File: src/rtl/pc_sequencer.sv
`default_nettype none
// ============================================================================
// Module   : pc_sequencer
// Purpose  : Program sequencer for the single-cycle I-format CPU. Owns the
//            architectural PC and runs, single-steps, pauses and stops the
//            program. While the program is not executing, the CPU is parked
//            on a side-effect-free instruction.
// Revision : 1.0 - initial release
// ============================================================================
module pc_sequencer #(
    parameter logic [31:0] RESET_PC  = 32'h0000_0000,
    parameter logic [31:0] PARK_ADDR = 32'h0000_03FC,
    parameter int          CNT_W     = 16
) (
    input  logic             clk,
    input  logic             rst,
    input  logic             start,
    input  logic             step,
    input  logic             halt_req,
    input  logic             bp_en,
    input  logic [31:0]      bp_addr,
    input  logic [CNT_W-1:0] max_instr,
    input  logic [31:0]      next_addr,
    output logic [31:0]      pc_out,
    output logic             commit,
    output logic [31:0]      pc,
    output logic [2:0]       state,
    output logic [1:0]       stop_cause,
    output logic [CNT_W-1:0] instr_count
);

    typedef enum logic [2:0] {
        S_IDLE   = 3'd0,
        S_RUN    = 3'd1,
        S_STEP   = 3'd2,
        S_PAUSED = 3'd3,
        S_DONE   = 3'd4
    } state_t;

    localparam logic [1:0] c_cause_none = 2'b00;
    localparam logic [1:0] c_cause_halt = 2'b01;
    localparam logic [1:0] c_cause_bp   = 2'b10;
    localparam logic [1:0] c_cause_eop  = 2'b11;

    state_t           r_state;
    state_t           w_state_nxt;
    logic [31:0]      r_pc;
    logic [31:0]      w_pc_nxt;
    logic [1:0]       r_cause;
    logic [1:0]       w_cause_nxt;
    logic [CNT_W-1:0] r_count;
    logic [CNT_W-1:0] w_count_nxt;

    logic             w_exec;
    logic [CNT_W:0]   w_count_inc;
    logic [CNT_W-1:0] w_count_sat;
    logic             w_limit_hit;
    logic             w_self_loop;
    logic             w_eop;
    logic             w_bp_hit;

    // The CPU executes only in RUN/STEP; reset suppresses the execution cycle
    // so no register or memory write lands while the sequencer is resetting.
    assign w_exec = (r_state == S_RUN) || (r_state == S_STEP);
    assign commit = w_exec && !rst;
    assign pc_out = commit ? r_pc : PARK_ADDR;

    // One extra bit keeps the limit compare from wrapping at saturation.
    assign w_count_inc = {1'b0, r_count} + {{CNT_W{1'b0}}, 1'b1};
    assign w_count_sat = (&r_count) ? r_count : w_count_inc[CNT_W-1:0];

    assign w_limit_hit = (max_instr != '0) && (w_count_inc == {1'b0, max_instr});
    assign w_self_loop = (next_addr == r_pc);
    assign w_eop       = w_limit_hit || w_self_loop;
    assign w_bp_hit    = bp_en && (next_addr == bp_addr);

    assign pc          = r_pc;
    assign state       = r_state;
    assign stop_cause  = r_cause;
    assign instr_count = r_count;

    // Next-state, next-PC, counter and stop-cause decisions.
    always_comb begin
        w_state_nxt = r_state;
        w_pc_nxt    = r_pc;
        w_count_nxt = r_count;
        w_cause_nxt = r_cause;
        case (r_state)
            S_IDLE, S_PAUSED: begin
                if (start) begin
                    w_state_nxt = S_RUN;
                    w_cause_nxt = c_cause_none;
                end else if (step) begin
                    w_state_nxt = S_STEP;
                    w_cause_nxt = c_cause_none;
                end
            end
            S_RUN: begin
                // Current instruction always commits; decide where to stop.
                w_pc_nxt    = next_addr;
                w_count_nxt = w_count_sat;
                if (w_eop) begin
                    w_state_nxt = S_DONE;
                    w_cause_nxt = c_cause_eop;
                end else if (halt_req) begin
                    w_state_nxt = S_PAUSED;
                    w_cause_nxt = c_cause_halt;
                end else if (w_bp_hit) begin
                    w_state_nxt = S_PAUSED;
                    w_cause_nxt = c_cause_bp;
                end
            end
            S_STEP: begin
                // Breakpoint ignored here so a step can move off it.
                w_pc_nxt    = next_addr;
                w_count_nxt = w_count_sat;
                if (w_eop) begin
                    w_state_nxt = S_DONE;
                    w_cause_nxt = c_cause_eop;
                end else begin
                    w_state_nxt = S_PAUSED;
                    w_cause_nxt = c_cause_halt;
                end
            end
            S_DONE: begin
                // Restart from the top of the program with a fresh count.
                if (start) begin
                    w_state_nxt = S_RUN;
                    w_pc_nxt    = RESET_PC;
                    w_count_nxt = '0;
                    w_cause_nxt = c_cause_none;
                end
            end
            default: begin
                w_state_nxt = S_IDLE;
            end
        endcase
    end

    // State register with synchronous reset.
    always_ff @(posedge clk) begin
        if (rst) begin
            r_state <= S_IDLE;
            r_pc    <= RESET_PC;
            r_count <= '0;
            r_cause <= c_cause_none;
        end else begin
            r_state <= w_state_nxt;
            r_pc    <= w_pc_nxt;
            r_count <= w_count_nxt;
            r_cause <= w_cause_nxt;
        end
    end

endmodule
`default_nettype wire

File: config.mk
export PLATFORM = sky130hd
export DESIGN_NAME = pc_sequencer
export DESIGN_NICKNAME = d
export VERILOG_FILES = /design/src/rtl/pc_sequencer.sv
export SDC_FILE = /design/constraint.sdc
export NUM_CORES = 1
export LEC_CHECK = 0
export CORE_MARGIN = 2
export CORE_UTILIZATION = 37
export DETAILED_ROUTE_END_ITERATION = 7
export PLACE_DENSITY_LB_ADDON = 0.3
export SLEW_MARGIN = 20
export SYNTH_ARGS = -nofsm -noshare
export SYNTH_HDL_FRONTEND = slang
export SYNTH_SLANG_ARGS = --single-unit
File: constraint.sdc
create_clock -name clk -period 2.8 [get_ports clk]
set_clock_uncertainty 0.05 [all_clocks]
set_input_delay 0.42 -clock clk [delete_from_list [all_inputs] [get_ports clk]]
set_output_delay 0.42 -clock clk [all_outputs]
set_load 0.02 [all_outputs]
==> metrics.txt <==
RSZ-0062 raised after global routing=no; Yosys warnings=0; Leak=between 0.002 and 0.0025 uW; Worst-path clk slew=0.10 ns; most frequent cells in the layout=clkdlybuf4s50_1, dfxtp_1, buf_4; commonest non-fill, non-tap cell in the layout=clkdlybuf4s50_1; via count=~4,000; fillers=822; Die Y=102.3 microns; worst path bufs/invs=1; Peak VDD IR=0.4536 mV; Root Buffer=clkbuf_8; Worst-Margin Slew=0.7423 ns; Setup CP Type=in -> reg; Syn Area/Cell=between 8 and 9 sq um; setup TNS=0 ns; I/O pin count=172; fin crit share=95.80%; cells along the critical path=clkdlybuf4s50_1 -> xnor2_1 -> nand4_1 -> nor4_2 -> nand4_1 -> or4_4 -> nand4_4 -> nand3_2 -> a32o_2; CORE AREA=9284 sq um; share of cells above drive strength 1=12.18%; hold endpoint=stop_cause[1]; DR iter-0 viols=approximately 150; final setup fails=0; Seq/Total Area, Yosys=29.70%; port bufs=171; initial core utilization=38.48%; crit path time final=~2.7 ns; routability congestion estimate=0.8679; Critical Path Sink Type=flop; CP Data Arrival Time=between 2 and 3 ns; largest net degree at the start of global routing=33; Layout Cell Area excl Fill=5891 sq um; P per Cell Area=686.0 nW/um^2; area of the multi-input gates=2460 sq um; Worst R2R Start=instr_count[0]; Post-DRT Antenna Nets=0; critical path fanouts, max=4; CTS tree=built; row count=35; fin nets=702; most used cell, CP=nand4_1; Final Hold Fails=0; CTS sink count=53; worst-case clock buffer depth=2; GR Util All Layers=a little under a quarter; area grow syn2layout=64.90%; placed cells=~730; drt pass-1 iters=4; WL/cell=between 15 and 20 microns; antenna violations before repair=0; most common flop cell mapped by yosys=dfxtp_1; Detail Placement HPWL=9910 microns; Mapped Cells=418; Slowest-stage cell, CP=or4_4; H-tree depth=2; fin cells=around 750; reg-to-reg slack, setup=0.16 ns; Peak Freq=about 0.37 GHz; Synth cell types=56; reg-to-reg critical path endpoint=stop_cause[1]; HP Start=stop_cause[1]; outcome=finished, final reports clean; n_diodes=0; Die ar.=10,460 sq um; drt drc=0; synthesized net count=505; Slew Viols, Final=0; Post-synth ARST share=0%; CP top delay family=simple AND/OR/NAND/NOR gates; startpoint types=input port; cells on worst reg2reg path=10; Num CTS Buffers=5; WHS Path Cells=1; GRT overflow=0; Max-slew headroom=about half; Mapped Area=roughly 3600 sq um; max cap viols=0; Clock Latency Late Sink=between 0.3 and 0.4 ns; Seq cells post-synth=between 50 and 60; vias in the first global route=3,842; Worst EP required=2.95 ns; dpl cell area=5679 sq um; drt total wl=12,880 microns; first-pass GRT wire length=19,390 microns; number of synthesized flops with an enable pin=0; Die Wd=102.3 microns; overall power=4041 uW; Final Core Density=between 60% and 70%; min-delay worst type=reg -> reg; slowest stage delay, CP=between 0.5 and 0.6 ns; sequential cell area=1064 sq um; Avg Vias per Cell=5.346
worst max-delay path by stage:
stage | startpoint | endpoint | cells past startpoint
detailed placement | next_addr[6] | stop_cause[0] | 9
floorplan | instr_count[0] | stop_cause[0] | 9
global route | next_addr[12] | stop_cause[0] | 9
global placement | next_addr[12] | stop_cause[0] | 9
CTS | state[0] | pc_out[4] | 6
finish | next_addr[9] | stop_cause[0] | 9
Yosys cell counts (all sizes together) (3+ instances only):
| cell type | n | share of area (%) |
|---|---|---|
| nor2b | 4 | 0.70 |
| nand2 | 14 | 1.5 |
| nand4 | 17 | 3.4 |
| a22o | 32 | 7.8 |
| or3 | 5 | 0.88 |
| clkbuf | 20 | 2.1 |
| nor3b | 3 | 0.63 |
| and3 | 4 | 0.70 |
| inv | 6 | 0.63 |
| dfxtp | 53 | 30 |
| and4 | 3 | 0.77 |
| a211oi | 5 | 1.2 |
| nor2 | 23 | 2.4 |
| xnor2 | 44 | 11 |
| o21ai | 15 | 2.1 |
| a31oi | 4 | 1.1 |
| buf | 6 | 0.77 |
| a21oi | 20 | 2.8 |
| xor2 | 41 | 10 |
| nor3 | 7 | 0.98 |
| a311oi | 3 | 0.74 |
| nand3 | 9 | 1.5 |
| nand3b | 3 | 0.63 |
| and2 | 25 | 4.4 |
| nand2b | 9 | 1.6 |
| or4 | 4 | 0.95 |
| nor4 | 17 | 3.6 |
where the power goes:
| part | internal [uW] | switching (uW) | leakage (uW) | total [uW] |
|---|---|---|---|---|
| Clock | 269 | 270 | 0.0000554 | 540 |
| Sequential | 940 | 230 | 0.000434 | 1170 |
| Combinational | 1100 | 1230 | 0.00186 | 2330 |
flip-flops by register name (all words and copies together) (netlist names):
signal / flops
pc: 32
instr_count: 16
state: 3
stop_cause: 2
routing by layer:
layer / share of wire [%] / wire length (microns) / vias to the layer above / GRT usage (%)
li1: - / - / 1917 / -
met1: 42 / 5466 / 1884 / 30.71
met2: 50 / 6394 / 163 / 39.98
met3: 5.7 / 731 / 19 / 4.104
met4: 2.2 / 283 / 0 / 7.077
met5: 0 / 0 / - / 0
final cells by class:
cell class                 count  share of cell area, %
multi-input combinational    333                  41.76
timing repair buffer         216                  35.17
sequential                    53                  18.05
tap                          129                  2.740
clock buffer                   6                  1.232
clock inverter                 2                 0.6585
inverter                       6                 0.3823
logic make-up (layout without fill, tap and decap cells):
| kind of cell | count (synthesis) | count (layout) | synth area share, % |
|---|---|---|---|
| AND/OR/NAND/NOR | 150 | 150 | 25.29 |
| AO/OA/AOI/OAI | 95 | 95 | 19.72 |
| XOR/XNOR | 85 | 85 | 20.84 |
| flip-flops | 53 | 53 | 29.70 |
| buffers and inverters | 32 | 230 | 3.503 |
| multiplexers | 2 | 2 | 0.5954 |
| adder cells (fa/ha/maj) | 1 | 1 | 0.3502 |
stage by stage:
step                      worst slack, ns  hold slack [ns]
after floorplan                  0.006823           0.5029
final                              0.1176           0.4493
after CTS                        -0.04817           0.4536
after detailed placement          -0.3530           0.4197
after global placement            -0.3530           0.4270
after global routing              0.01185           0.4859
repair_timing:
action                                  in CTS  in global routing
hold buffers                                 0                  0
resized for setup                           26                 19
endpoints found under the setup margin      26                 12
setup buffers                                0                  2
gates cloned                                 1                  0
pin swaps                                    0                  7
No activity file was read; power rests on OpenSTA's default activity.
